--- src/rtl/bcd_to_bin_seq_pkg.sv ---
// Shared types and constants for the sequential BCD-to-binary decoder.
package bcd_to_bin_seq_pkg;

    localparam int unsigned NDIG_DEF  = 3;
    localparam int unsigned BIN_W_DEF = 8;
    localparam int unsigned DIGIT_W   = 4;
    localparam int unsigned DIGIT_MAX = 9;
    localparam int unsigned ITERS     = NDIG_DEF << 2;
    localparam int unsigned CNT_W     = $clog2(ITERS);

    typedef enum logic [1:0] {
        ST_IDLE  = 2'd0,
        ST_SHIFT = 2'd1,
        ST_DONE  = 2'd2
    } state_e;

    // True when a 4-bit code is not a decimal digit.
    function automatic logic digit_bad(input logic [DIGIT_W-1:0] d);
        return d > DIGIT_W'(DIGIT_MAX);
    endfunction

endpackage

--- src/rtl/bcd_to_bin_seq_if.sv ---
// Start/busy/done handshake and digit/result bus between requester and decoder.
interface bcd_to_bin_seq_if
    import bcd_to_bin_seq_pkg::*;
#(
    parameter int unsigned BIN_W = BIN_W_DEF
);

    logic               start;
    logic [3:0]         bcd_hundreds;
    logic [3:0]         bcd_tens;
    logic [3:0]         bcd_units;
    logic               busy;
    logic               done;
    logic [BIN_W-1:0]   bin_out;
    logic               invalid;
    logic               overflow;

    modport master (
        output start, bcd_hundreds, bcd_tens, bcd_units,
        input  busy, done, bin_out, invalid, overflow
    );

    modport slave (
        input  start, bcd_hundreds, bcd_tens, bcd_units,
        output busy, done, bin_out, invalid, overflow
    );

endinterface

--- src/rtl/bcd_sub3_mod.sv ---
// Reverse double-dabble digit correction: subtract 3 from a digit that is 8 or more.
module bcd_sub3_mod (
    input  logic [3:0] din,
    output logic [3:0] dout_c
);

    assign dout_c = (din >= 4'd8) ? (din - 4'd3) : din;

endmodule

--- src/rtl/bcd_to_bin_seq.sv ---
// Iterative BCD-to-binary decoder: one shift-right/subtract-3 step per cycle,
// saturating to all-ones with overflow flag, rejecting non-decimal digits.
module bcd_to_bin_seq
    import bcd_to_bin_seq_pkg::*;
#(
    parameter int unsigned NDIG  = NDIG_DEF,
    parameter int unsigned BIN_W = BIN_W_DEF
) (
    input  logic             clk,
    input  logic             reset,
    bcd_to_bin_seq_if.slave  bus
);

    localparam int unsigned DW      = NDIG << 2;
    localparam int unsigned SW      = DW << 1;
    localparam int unsigned ITERS_L = NDIG << 2;
    localparam int unsigned CW      = $clog2(ITERS_L);
    localparam logic [CW-1:0] LAST  = CW'(ITERS_L - 1);
    localparam logic [DW-1:0] BIN_MAX = DW'((1 << BIN_W) - 1);

    state_e             state_q, state_d;
    logic [DW-1:0]      bcd_q, bcd_d;
    logic [DW-1:0]      acc_q, acc_d;
    logic [CW-1:0]      cnt_q, cnt_d;
    logic               busy_q, busy_d;
    logic               done_q, done_d;
    logic [BIN_W-1:0]   bin_q, bin_d;
    logic               invalid_q, invalid_d;
    logic               overflow_q, overflow_d;

    logic [SW-1:0]      shifted;
    logic [DW-1:0]      bcd_shift;
    logic [DW-1:0]      bcd_fix;
    logic [DW-1:0]      acc_shift;
    logic               any_bad;
    logic               sat;

    assign shifted   = {bcd_q, acc_q} >> 1;
    assign bcd_shift = shifted[SW-1:DW];
    assign acc_shift = shifted[DW-1:0];
    assign sat       = acc_shift > BIN_MAX;
    assign any_bad   = digit_bad(bus.bcd_hundreds) | digit_bad(bus.bcd_tens)
                     | digit_bad(bus.bcd_units);

    for (genvar g = 0; g < NDIG; g++) begin : g_sub3
        bcd_sub3_mod u_sub3 (
            .din    (bcd_shift[(g << 2) +: 4]),
            .dout_c (bcd_fix[(g << 2) +: 4])
        );
    end

    always_ff @(posedge clk) begin
        if (reset) begin
            state_q    <= ST_IDLE;
            bcd_q      <= '0;
            acc_q      <= '0;
            cnt_q      <= '0;
            busy_q     <= 1'b0;
            done_q     <= 1'b0;
            bin_q      <= '0;
            invalid_q  <= 1'b0;
            overflow_q <= 1'b0;
        end else begin
            state_q    <= state_d;
            bcd_q      <= bcd_d;
            acc_q      <= acc_d;
            cnt_q      <= cnt_d;
            busy_q     <= busy_d;
            done_q     <= done_d;
            bin_q      <= bin_d;
            invalid_q  <= invalid_d;
            overflow_q <= overflow_d;
        end
    end

    always_comb begin
        state_d    = state_q;
        bcd_d      = bcd_q;
        acc_d      = acc_q;
        cnt_d      = cnt_q;
        busy_d     = 1'b0;
        done_d     = 1'b0;
        bin_d      = bin_q;
        invalid_d  = invalid_q;
        overflow_d = overflow_q;

        case (state_q)
            ST_IDLE: begin
                if (bus.start) begin
                    if (any_bad) begin
                        state_d    = ST_DONE;
                        done_d     = 1'b1;
                        bin_d      = '0;
                        invalid_d  = 1'b1;
                        overflow_d = 1'b0;
                    end else begin
                        state_d = ST_SHIFT;
                        bcd_d   = DW'({bus.bcd_hundreds, bus.bcd_tens, bus.bcd_units});
                        acc_d   = '0;
                        cnt_d   = '0;
                        busy_d  = 1'b1;
                    end
                end
            end
            ST_SHIFT: begin
                bcd_d  = bcd_fix;
                acc_d  = acc_shift;
                cnt_d  = cnt_q + CW'(1);
                busy_d = 1'b1;
                // Results come from this final step's value, not the stale register.
                if (cnt_q == LAST) begin
                    state_d    = ST_DONE;
                    busy_d     = 1'b0;
                    done_d     = 1'b1;
                    invalid_d  = 1'b0;
                    overflow_d = sat;
                    bin_d      = sat ? '1 : BIN_W'(acc_shift);
                end
            end
            ST_DONE: begin
                state_d = ST_IDLE;
            end
            default: begin
                state_d = ST_IDLE;
            end
        endcase
    end

    assign bus.busy     = busy_q;
    assign bus.done     = done_q;
    assign bus.bin_out  = bin_q;
    assign bus.invalid  = invalid_q;
    assign bus.overflow = overflow_q;

endmodule

--- src/flat_wrapper.sv ---
// flat-port wrapper written by rule: the top's interface ports become plain ports
module bcd_to_bin_seq_flat import bcd_to_bin_seq_pkg::*;
#(
    parameter int unsigned NDIG  = NDIG_DEF,
    parameter int unsigned BIN_W = BIN_W_DEF
)
  (clk, reset, bus_start, bus_bcd_hundreds, bus_bcd_tens, bus_bcd_units, bus_busy, bus_done, bus_bin_out, bus_invalid, bus_overflow);
  bcd_to_bin_seq_if #(.BIN_W(BIN_W)) bus_i ();
  input  logic clk;
  input  logic reset;
  input wire logic [$bits(bus_i.start)-1:0] bus_start;
  input wire logic [$bits(bus_i.bcd_hundreds)-1:0] bus_bcd_hundreds;
  input wire logic [$bits(bus_i.bcd_tens)-1:0] bus_bcd_tens;
  input wire logic [$bits(bus_i.bcd_units)-1:0] bus_bcd_units;
  output wire logic [$bits(bus_i.busy)-1:0] bus_busy;
  output wire logic [$bits(bus_i.done)-1:0] bus_done;
  output wire logic [$bits(bus_i.bin_out)-1:0] bus_bin_out;
  output wire logic [$bits(bus_i.invalid)-1:0] bus_invalid;
  output wire logic [$bits(bus_i.overflow)-1:0] bus_overflow;
  assign bus_i.start = bus_start;
  assign bus_i.bcd_hundreds = bus_bcd_hundreds;
  assign bus_i.bcd_tens = bus_bcd_tens;
  assign bus_i.bcd_units = bus_bcd_units;
  assign bus_busy = bus_i.busy;
  assign bus_done = bus_i.done;
  assign bus_bin_out = bus_i.bin_out;
  assign bus_invalid = bus_i.invalid;
  assign bus_overflow = bus_i.overflow;
  bcd_to_bin_seq #(.NDIG(NDIG), .BIN_W(BIN_W)) u_core (.clk(clk), .reset(reset), .bus(bus_i));
endmodule
--- config.mk ---
export PLATFORM = sky130hd
export DESIGN_NAME = bcd_to_bin_seq_flat
export DESIGN_NICKNAME = d
export VERILOG_FILES = /design/src/rtl/bcd_to_bin_seq_pkg.sv /design/src/rtl/bcd_to_bin_seq_if.sv /design/src/rtl/bcd_sub3_mod.sv /design/src/rtl/bcd_to_bin_seq.sv /design/src/flat_wrapper.sv
export SDC_FILE = /design/constraint.sdc
export NUM_CORES = 1
export LEC_CHECK = 0
export CORE_ASPECT_RATIO = 1.2
export CORE_UTILIZATION = 48
export DETAILED_ROUTE_END_ITERATION = 8
export PLACE_DENSITY = 0.87
export SETUP_SLACK_MARGIN = 0.05
export SLEW_MARGIN = 5
export SYNTH_ARGS = -nofsm -noshare
export SYNTH_HDL_FRONTEND = slang
export SYNTH_SLANG_ARGS = --single-unit
--- constraint.sdc ---
create_clock -name clk -period 1.8 [get_ports clk]
set_input_delay 0.54 -clock clk [delete_from_list [all_inputs] [get_ports clk]]
set_output_delay 0.54 -clock clk [all_outputs]
set_load 0.03 [all_outputs]
After elaboration in Yosys (flattened, before gate mapping)
Cells that the tools add are included.

storage, ports and cells
  memory bits (writable) = 0
  memories kept = 0
  output and inout bits = 12
  latch bits = 0
  register bits = 42
  word-level logic and storage cells = 70
  bits in read-only memories = 0
  input bits = 15

operators by class
  shifts and indexed selects = 0
  bitwise logic cells = 2
  add/sub/neg operators = 4
  divide/modulo/power cells = 0
  order comparisons = 7
  reductions and logical operators = 5
  $mul = 0
  eq/ne operators = 6
  muxes and demuxes = 37

operators with widths
  kind                 count
  $mux 12              4
  $pmux 12 s2          2
  $mux 8               4
  $mux 4               5
  $pmux 8 s2           1
  $gt 12x8->1 const B  1
  $gt 4x4->1 const B   3
  $mux 1               12
  $ge 4x4->1 const B   2
  $pmux 1 s2           4
  $pmux 4 s2           1
  $sub 4x2->4 const B  2
  $mux 2               3
  $add 4x1->4 const B  1
  $eq 4x4->1 const B   1
  $ge 3x4->1 const B   1
  $ne 2x1->1 const B   2
  $ne 2x2->1 const B   2
  $pmux 2 s2           1
  $reduce_and 4->1     1
  $sub 3x2->4 const B  1
  $reduce_and 3->1     1
  $eq 2x1->1 const B   1
  $logic_not 2->1      1
  3 further kinds      4

Depth between registers and ports, before layout
Gate-level depths: netlist of the first run.

  depth in word-level cells = 6
  depth in mapped cells = 7

Cells and area by module
A second synthesis of the first run with hierarchy kept.

second synthesis, totals
  cell total of the unflattened synthesis = 201
  area total of the unflattened synthesis = 1979.4 um^2

by module, submodules not included
  module          area each (um^2)  sequential area each (um^2)  times used  cells an instance
  bcd_to_bin_seq  1750.4            820.8                        1           168
  bcd_sub3_mod    76.3              0.0                          3           11

Least setup slack after synthesis of the first run
OpenSTA, ideal clock, no wires.

  kind = input -> register
  from = in bus_bcd_tens[2]
  to = reg u_core.acc_q[10]
  required time = 1.683 ns
  slack = -0.053 ns
  data arrival time = 1.736 ns
  library setup time = 0.117 ns
  cell stages on the path = 5
  path through = o21a_1 > o41ai_4 > nor2_1 > buf_2 > a22o_1

between the ends
  word-level cells in the longest chain between the ends = 5

RTL lines
  element                     line                      RTL
  from (decl)                 flat_wrapper.sv:13        input wire logic [$bits(bus_i.bcd_tens)-1:0] bus_bcd_tens;
  $gt 4x4->1                  bcd_to_bin_seq_pkg.sv:19  return d > DIGIT_W'(DIGIT_MAX);
  $or 1x1->1                  bcd_to_bin_seq.sv:42      assign any_bad = digit_bad(bus.bcd_hundreds) | digit_bad(bus.bcd_tens)
  $or 1x1->1                  bcd_to_bin_seq.sv:43      | digit_bad(bus.bcd_units);
  $ne 2x2->1 (no line)        -
  $reduce_and 3->1 (no line)  -
  to (signal assigned)        bcd_to_bin_seq.sv:56      acc_q <= '0;
  to (signal assigned)        bcd_to_bin_seq.sv:66      acc_q <= acc_d;
  to (decl)                   bcd_to_bin_seq.sv:23      logic [DW-1:0] acc_q, acc_d;

Every way passes these cells.
A chain may end at the register's enable or synchronous reset.

Final worst setup path of the first run
  from = in bus_bcd_hundreds[1]
  to = reg u_core.bcd_q[9]

between the ends
  word-level cells in the longest chain between the ends = 5

RTL lines
  element                     line                      RTL
  from (decl)                 flat_wrapper.sv:12        input wire logic [$bits(bus_i.bcd_hundreds)-1:0] bus_bcd_hundreds;
  $gt 4x4->1                  bcd_to_bin_seq_pkg.sv:19
  $or 1x1->1                  bcd_to_bin_seq.sv:42
  $or 1x1->1                  bcd_to_bin_seq.sv:43
  $ne 2x2->1 (no line)        -
  $reduce_and 3->1 (no line)  -
  to (signal assigned)        bcd_to_bin_seq.sv:55      bcd_q <= '0;
  to (signal assigned)        bcd_to_bin_seq.sv:65      bcd_q <= bcd_d;
  to (decl)                   bcd_to_bin_seq.sv:22      logic [DW-1:0] bcd_q, bcd_d;

Parallel ways exist; a longest one is shown, timed or not. The select of a mux whose other input is x is not followed.

==> run_results.csv, run 1 <==
group,metric,value,unit
status,status,"finished clean",
worst_setup_path,critPathMaxFanout,7,
sta,rsz0062_at_grt,"true",
cells_and_area,design.final.nets,263,
placed_design,gp_congestion,0.800,
clock_tree,postCtsHoldBufs,0,
floorplan,core_area,0.00366,mm2
clock_tree,tritoncts,"yes",
cells_and_area,final_core_util,65.4,%
route,drt-pass1-iter-count,4,
worst_setup_path,cp.required,1990,ps
floorplan,num_rows,24,
cells_and_area,final_cells,296,
synthesis,synth_area,0.00184,mm2
cells_and_area,multi_input_comb_area,962,um2
route,drc,0,
grt,overflow,0,
grt,gr-usage-all-layers,22.2,%
cells_and_area,layout_common_cells,"40 x dfxtp_1, 22 x buf_4, 19 x nand2_1, 16 x dlygate4sd2_1",
route,postRouteAntennaNets,0,
power,p_per_area,801,mW/mm2
placed_design,place_area,0.00232,mm2
cells_and_area,layout-drive-gt1-share,19.7,%
synthesis,yosys_warnings,0,
grt,grt_pass1_vias,1593,
floorplan,io_pins,27,
clock_tree,cts_sinks,41,
worst_setup_path,cp.arrival,1880,ps
worst_setup_path,max_stage_delay,580,ps
sta,post-route-period-util,93.4,%
cells_and_area,mostFrequentLayoutCell,"dfxtp_1",
synthesis,yosys.area.top_type_share,44.5,%
cells_and_area,fin_area,0.00240,mm2
worst_setup_path,cp_top_family,"simple AND/OR/NAND/NOR gates",
placed_design,place_ws,-455,ps
floorplan,start_util,50.3,%
sta,period_minus_slack,1680,ps
clock_tree,clk_latency,300,ps
synthesis,synth_largest_area_cell,"dfxtp_1",
sta,finalSetupViolCount,0,
route,vias_per_cell,5.39,
route,wl_per_cell,13.9,um
floorplan,die_x,58.6,um
cells_and_area,ff_latch_area,822,um2
route,drtIter0Drc,90,
floorplan,chipHeight,69.9,um
worst_setup_path,critPathBufInv,1,
sta,fin_worst_skew,8.30,ps
route,vias,1594,
clock_tree,htree_levels,2,
grt,antenna_found_initial,0,
synthesis,synthesis.nets,217,
synthesis,synthDistinctLibCells,37,
sta,fmax,595,MHz
synthesis,synth_async_sr_flop_share,0,%
cells_and_area,antenna_cells,0,
sta,hold_viol,0,
sta,maxSlewViolCount,0,
grt,grt_pass1_wl,7070,um
synthesis,synth-main-ff-cell,"dfxtp_1",
clock_tree,clkTransAtPathRegs,80,ps
worst_setup_path,slowest_stage,"or4_4",
power,design_power_total,1.92,mW
synthesis,postSynthCellCount,197,
clock_tree,ctsRootBufferMaster,"clkbuf_8",
worst_setup_path,start_kind,"input port",
synthesis,ys_seq_area_share,44.5,%
sta,setup-tns-final,0,ps
sta,relSlewSlack,78.9,%
cells_and_area,area_growth,30.1,%
synthesis,syn_avg_cell_area,9.36,um2
synthesis,synth-edff-count,0,
synthesis,synth-seq-cells,41,
route,wl,4120,um
power,ir_worst_vdd,0.572,mV
sta,setup_slack,119,ps
sta,tightest_slew,313,ps
clock_tree,cts_buffers,5,
floorplan,die_area,0.00409,mm2
cells_and_area,fillers,302,
placed_design,placedCellCount,287,
clock_tree,clock_path_buffers,2,
synthesis,synth_area_leaders,"dfxtp_1 45%, a22o_1 5.7%, mux2i_1 4.3%, a21oi_1 4.1%, nand2_1 3.9%",
worst_setup_path,path_cells,"dlygate4sd2_1 -> o21a_2 -> or4_4 -> mux2i_1 -> a21oi_1",
worst_setup_path,worst_setup_path_end_kind,"register",
grt,grt_max_degree,17,
placed_design,dp_hpwl,2900,um
worst_hold_path,hold_path.class,"reg -> reg",
job,drv_cap,0,
power,power_leakage,1.04,nW
sta,whs,457,ps
worst_setup_path,critPathKind,"in -> reg",
placed_design,io_buffer_count,26,
power by group:
part / internal (mW) / leakage (nW) / switching, mW / total (mW)
Clock: 0.269 / 0.0450 / 0.315 / 0.584
Sequential: 0.952 / 0.334 / 0.0370 / 0.989
Combinational: 0.165 / 0.658 / 0.183 / 0.348
Total: 1.39 / 1.04 / 0.535 / 1.92
kinds of logic (layout without fill, tap and decap cells):
group	Yosys count	after routing	share of synthesized area (%)
xor gates and xnor gates	4	4	1.90
buffers and inverters	19	66	4.89
AOI/OAI and AO/OA	65	65	25.0
and+or+nand+nor	54	54	15.3
adders and majority gates	5	5	3.39
muxes	9	9	4.96
DFF	41	41	44.5
tightest hold or removal path, delay by kind of cell (launching register included):
| kind | cells | cell delay, ps |
|---|---|---|
| muxes | 1 | 50 |
| and+or+nand+nor | 1 | 50 |
| DFF | 1 | 310 |
timing repair:
action                     CTS  global route
setup endpoints to repair   51            33
resized for setup           32             7
buffers inserted             1             0
pin swaps                    9             5
worst paths after layout:
path | cells after the start | endpoint | start | slack [ps]
setup / recovery | 5 | u_core.bcd_q[9]$_SDFFE_PP0P_ | bus_bcd_hundreds[1] | 120
hold / removal | 2 | u_core.bus.bin_out[2]$_SDFFE_PP0P_ | u_core.bus.bin_out[2]$_SDFFE_PP0P_ | 460
setup reg to reg | 6 | u_core.bus.overflow$_SDFFE_PP0P_ | u_core.cnt_q[0]$_SDFFE_PP0P_ | 170
hold reg to reg | 2 | u_core.bus.bin_out[2]$_SDFFE_PP0P_ | u_core.bus.bin_out[2]$_SDFFE_PP0P_ | 460
area by class of cell:
class                   count  area share [%]
clock buffers               6            3.03
well taps                  52            2.71
multi-input cells         137            40.1
flip-flops and latches     41            34.3
inverters                   7            1.10
repair buffers             51            18.3
clock inverters             2           0.418
state kept, by name, indices dropped and copies added (netlist names):
register,cells
u_core.bus.invalid,1
u_core.cnt_q,4
u_core.state_q,2
u_core.bus.bin_out,8
u_core.bus.done,1
u_core.bus.busy,1
u_core.bus.overflow,1
u_core.bcd_q,12
u_core.acc_q,11
synthesized netlist by cell type (4+ instances only):
library cell / count
nand2_1: 19
clkbuf_1: 7
and2b_1: 5
a22o_1: 12
nor3_1: 5
nand2b_1: 5
ha_1: 5
a22oi_1: 6
xnor2_1: 4
o211ai_1: 7
dfxtp_1: 41
nor2_1: 7
inv_1: 7
a21oi_1: 15
mux2i_1: 8
o21ai_0: 14
per-layer routing:
layer / wire [um] / up-vias / track usage, %
met4: 77 / 0 / 8.47
met3: 148 / 7 / 5.00
met2: 2050 / 37 / 37.4
met5: 0 / - / 0
li1: - / 800 / -
met1: 1840 / 750 / 27.1
Note: power is estimated with default switching activity, not from simulation.
==> run 2, diff against run 1 <==
--- a/config.mk
+++ b/config.mk
@@ -6,11 +6,13 @@
 export NUM_CORES = 1
 export LEC_CHECK = 0
 export CORE_ASPECT_RATIO = 1.2
-export CORE_UTILIZATION = 48
+export CORE_UTILIZATION = 49
 export DETAILED_ROUTE_END_ITERATION = 8
+export HOLD_SLACK_MARGIN = 0.1
 export PLACE_DENSITY = 0.87
 export SETUP_SLACK_MARGIN = 0.05
-export SLEW_MARGIN = 5
+export SLEW_MARGIN = 20
 export SYNTH_ARGS = -nofsm -noshare
 export SYNTH_HDL_FRONTEND = slang
+export SYNTH_HIERARCHICAL = 1
 export SYNTH_SLANG_ARGS = --single-unit
==> run 2 against run 1 <==
Power grew 11%. First-iteration DRC count shrank 19%. Register-to-register slack gained 90 ps. Cell count is the same. Sequential share of layout area shrank 2.8 points. Global-route usage shrank 1.6 points. Utilization grew 3.9 points. Clock power grew 32%.
==> run_results.csv, run 2 <==
group,metric,value,unit
sta,finalSetupViolCount,0,
route,drtIter0Drc,73,
clock_tree,cts_sinks,41,
route,vias_per_cell,5.32,
worst_setup_path,reg2reg_from,"u_core/cnt_q[0]$_SDFFE_PP0P_",
synthesis,synth_common_cells,"41 x dfxtp_1, 34 x nor2_1, 13 x mux2i_1",
sta,fmax,582,MHz
worst_setup_path,start_kind,"input port",
grt,grt_max_degree,17,
status,status,"finished clean",
worst_setup_path,max_stage_delay,450,ps
power,design_power_total,2.13,mW
worst_setup_path,critPathMaxFanout,5,
synthesis,yosys_warnings,6,
cells_and_area,design.final.nets,265,
floorplan,die_area,0.00430,mm2
worst_setup_path,cp-startpoint,"bus_bcd_units[3]",
cells_and_area,top_register,"u_core/bcd_q",
synthesis,yosys.area.top_type_share,41.5,%
placed_design,gp_congestion,0.739,
clock_tree,clk_latency,300,ps
worst_setup_path,worst_setup_path_end_kind,"register",
power,power_leakage,1.05,nW
synthesis,synth_top_family_by_area,"compound AO/OA/AOI/OAI gates",
floorplan,num_rows,24,
placed_design,io_buffer_count,26,
worst_setup_path,reg2reg_depth,6,
worst_setup_path,cp_top_family,"buffers and inverters",
synthesis,ys_seq_area_share,41.5,%
worst_setup_path,slowest_stage,"clkdlybuf4s50_1",
route,drt-pass1-iter-count,4,
synthesis,synth_area,0.00198,mm2
clock_tree,htree_levels,2,
sta,maxSlewViolCount,0,
cells_and_area,layout-drive-gt1-share,20.5,%
synthesis,synth-compound-area-share,24.8,%
synthesis,synth-seq-cells,41,
cells_and_area,mostFrequentLayoutCell,"dfxtp_1",
synthesis,synth-xor-area-share,2.65,%
clock_tree,postCtsHoldBufs,0,
job,drv_cap,0,
cells_and_area,area_growth,31.5,%
synthesis,synth-main-ff-cell,"dfxtp_1",
grt,gr-usage-all-layers,20.6,%
sta,period_minus_slack,1720,ps
synthesis,yosys.area_share.simple,14.3,%
cells_and_area,fillers,289,
synthesis,synth_async_sr_flop_share,0,%
sta,hold_viol,0,
floorplan,die_x,60.0,um
synthesis,postSynthCellCount,201,
floorplan,chipHeight,71.6,um
sta,fin_worst_skew,4.19,ps
power,ir_worst_vdd,0.594,mV
synthesis,syn_avg_cell_area,9.85,um2
cells_and_area,fin_area,0.00260,mm2
worst_setup_path,timing.rr.end,"u_core/bus.bin_out[6]$_SDFFE_PP0P_",
clock_tree,clock_path_buffers,2,
sta,post-route-period-util,95.4,%
clock_tree,cts_buffers,5,
cells_and_area,antenna_cells,0,
route,vias,1576,
grt,grt_pass1_vias,1571,
synthesis,synth_largest_area_cell,"dfxtp_1",
floorplan,io_pins,27,
clock_tree,clkTransAtPathRegs,80,ps
worst_setup_path,cp.arrival,1940,ps
worst_setup_path,cp.required,2030,ps
cells_and_area,layout_common_cells,"41 x dfxtp_1, 34 x nor2_1, 13 x mux2i_1, 12 x dlygate4sd2_1, 12 x a211oi_2",
worst_setup_path,critPathBufInv,2,
power,p_per_area,818,mW/mm2
floorplan,core_area,0.00375,mm2
worst_hold_path,hold_depth,1,
placed_design,place_area,0.00237,mm2
worst_setup_path,cp_num_cells,6,
route,postRouteAntennaNets,0,
synthesis,synth-edff-count,0,
worst_setup_path,critPathKind,"in -> reg",
route,wl,4230,um
worst_hold_path,hold_path.class,"reg -> reg",
worst_setup_path,cp-endpoint,"u_core/cnt_q[3]$_SDFFE_PP0P_",
sta,rsz0062_at_grt,"false",
clock_tree,tritoncts,"yes",
grt,overflow,0,
grt,antenna_found_initial,0,
synthesis,synthDistinctLibCells,37,
grt,grt_pass1_wl,6690,um
synthesis,muxShareOfSynthArea,6.57,%
synthesis,synth-adder-area-share,4.42,%
synthesis,synth_area_leaders,"dfxtp_1 41%, a211oi_2 7.6%, mux2i_1 6.6%, nor2_1 6.4%, a22oi_1 4.6%",
clock_tree,ctsRootBufferMaster,"clkbuf_8",
synthesis,yosysMostFrequentCell,"dfxtp_1",
cells_and_area,largest_register_ffs,12,
route,wl_per_cell,14.3,um
worst_setup_path,r2r_slack,260,ps
worst_setup_path,path_cells,"clkdlybuf4s50_1 -> o21ai_2 -> buf_6 -> a41oi_4 -> or3_1 -> a21boi_2",
floorplan,start_util,52.7,%
route,drc,0,
placed_design,dp_hpwl,2700,um
run 2: changes by cell type after synthesis, sizes merged, moves of 7 or more:
cell	change
a22o	-12
a211oi	+11
nor2	+26
o2bb2ai	+8
o211ai	-7
nand2	-16
a21oi	-12
run 2: kinds of logic after synthesis:
logic type | count (synthesis)
muxes | 13
buffers and inverters | 21
adders and majority gates | 7
and+or+nand+nor | 59
DFF | 41
other | 1
AOI/OAI and AO/OA | 53
xor gates and xnor gates | 6
run 2: how the worst min path moves through the flow:
stage                                                    end                          startpoint  slack, ps
after global routing        u_core/bus.overflow$_SDFFE_PP0P_    u_core/bus.overflow$_SDFFE_PP0P_        480
after CTS                 u_core/bus.bin_out[4]$_SDFFE_PP0P_  u_core/bus.bin_out[4]$_SDFFE_PP0P_        470
after detailed placement  u_core/bus.bin_out[2]$_SDFFE_PP0P_  u_core/bus.bin_out[2]$_SDFFE_PP0P_        450
after floorplan                 u_core/cnt_q[3]$_SDFFE_PP0P_        u_core/cnt_q[3]$_SDFFE_PP0P_        460
final                       u_core/bus.overflow$_SDFFE_PP0P_    u_core/bus.overflow$_SDFFE_PP0P_        470
after global placement      u_core/bus.overflow$_SDFFE_PP0P_    u_core/bus.overflow$_SDFFE_PP0P_        450
run 2: cell type report:
class,instances,area (um2),area share (%)
multi-input combinational,143,1130,43.6
sequential,41,821,31.5
timing repair buffer,43,433,16.6
clock buffer,7,86.3,3.32
tap,52,65.1,2.50
inverter,9,33.8,1.30
clock inverter,1,30.0,1.15
run 2: where the power goes:
part           switching [mW]  internal, mW  leakage [nW]
sequential             0.0397         0.942         0.333
combinational           0.195         0.183         0.656
clock                   0.316         0.452        0.0585
total                   0.551          1.58          1.05
run 2: through the flow:
| stage | utilization (%) | worst slack, ps | instances | setup TNS [ps] | hold slack [ps] |
|---|---|---|---|---|---|
| 5_1_grt | 69.3 | 33.0 | 296 | 0 | 482 |
| 3_5_place_dp | 63.1 | -294 | 284 | -9410 | 446 |
| 2_1_floorplan | - | 307 | 205 | 0 | 457 |
| 4_1_cts | 66.8 | 55.4 | 294 | 0 | 471 |
| 6_report | 69.3 | 82.2 | 296 | 0 | 472 |
| 3_3_place_gp | 63.1 | -248 | 284 | -8100 | 445 |
run 2: metal layers:
metal	vias to the layer above	part of all wire (%)	GRT usage (%)
li1	781	-	-
met1	760	42	21.9
met2	27	53	37.3
met3	8	3.1	4.69
met4	0	1.4	9.82
met5	-	0	0
run 2: repair_timing:
item | CTS | global route
endpoints found under the setup margin | 33 | 32
pin swaps | 3 | 7
buffers inserted | 2 | 1
gates cloned | 0 | 1
gates resized for setup | 16 | 21
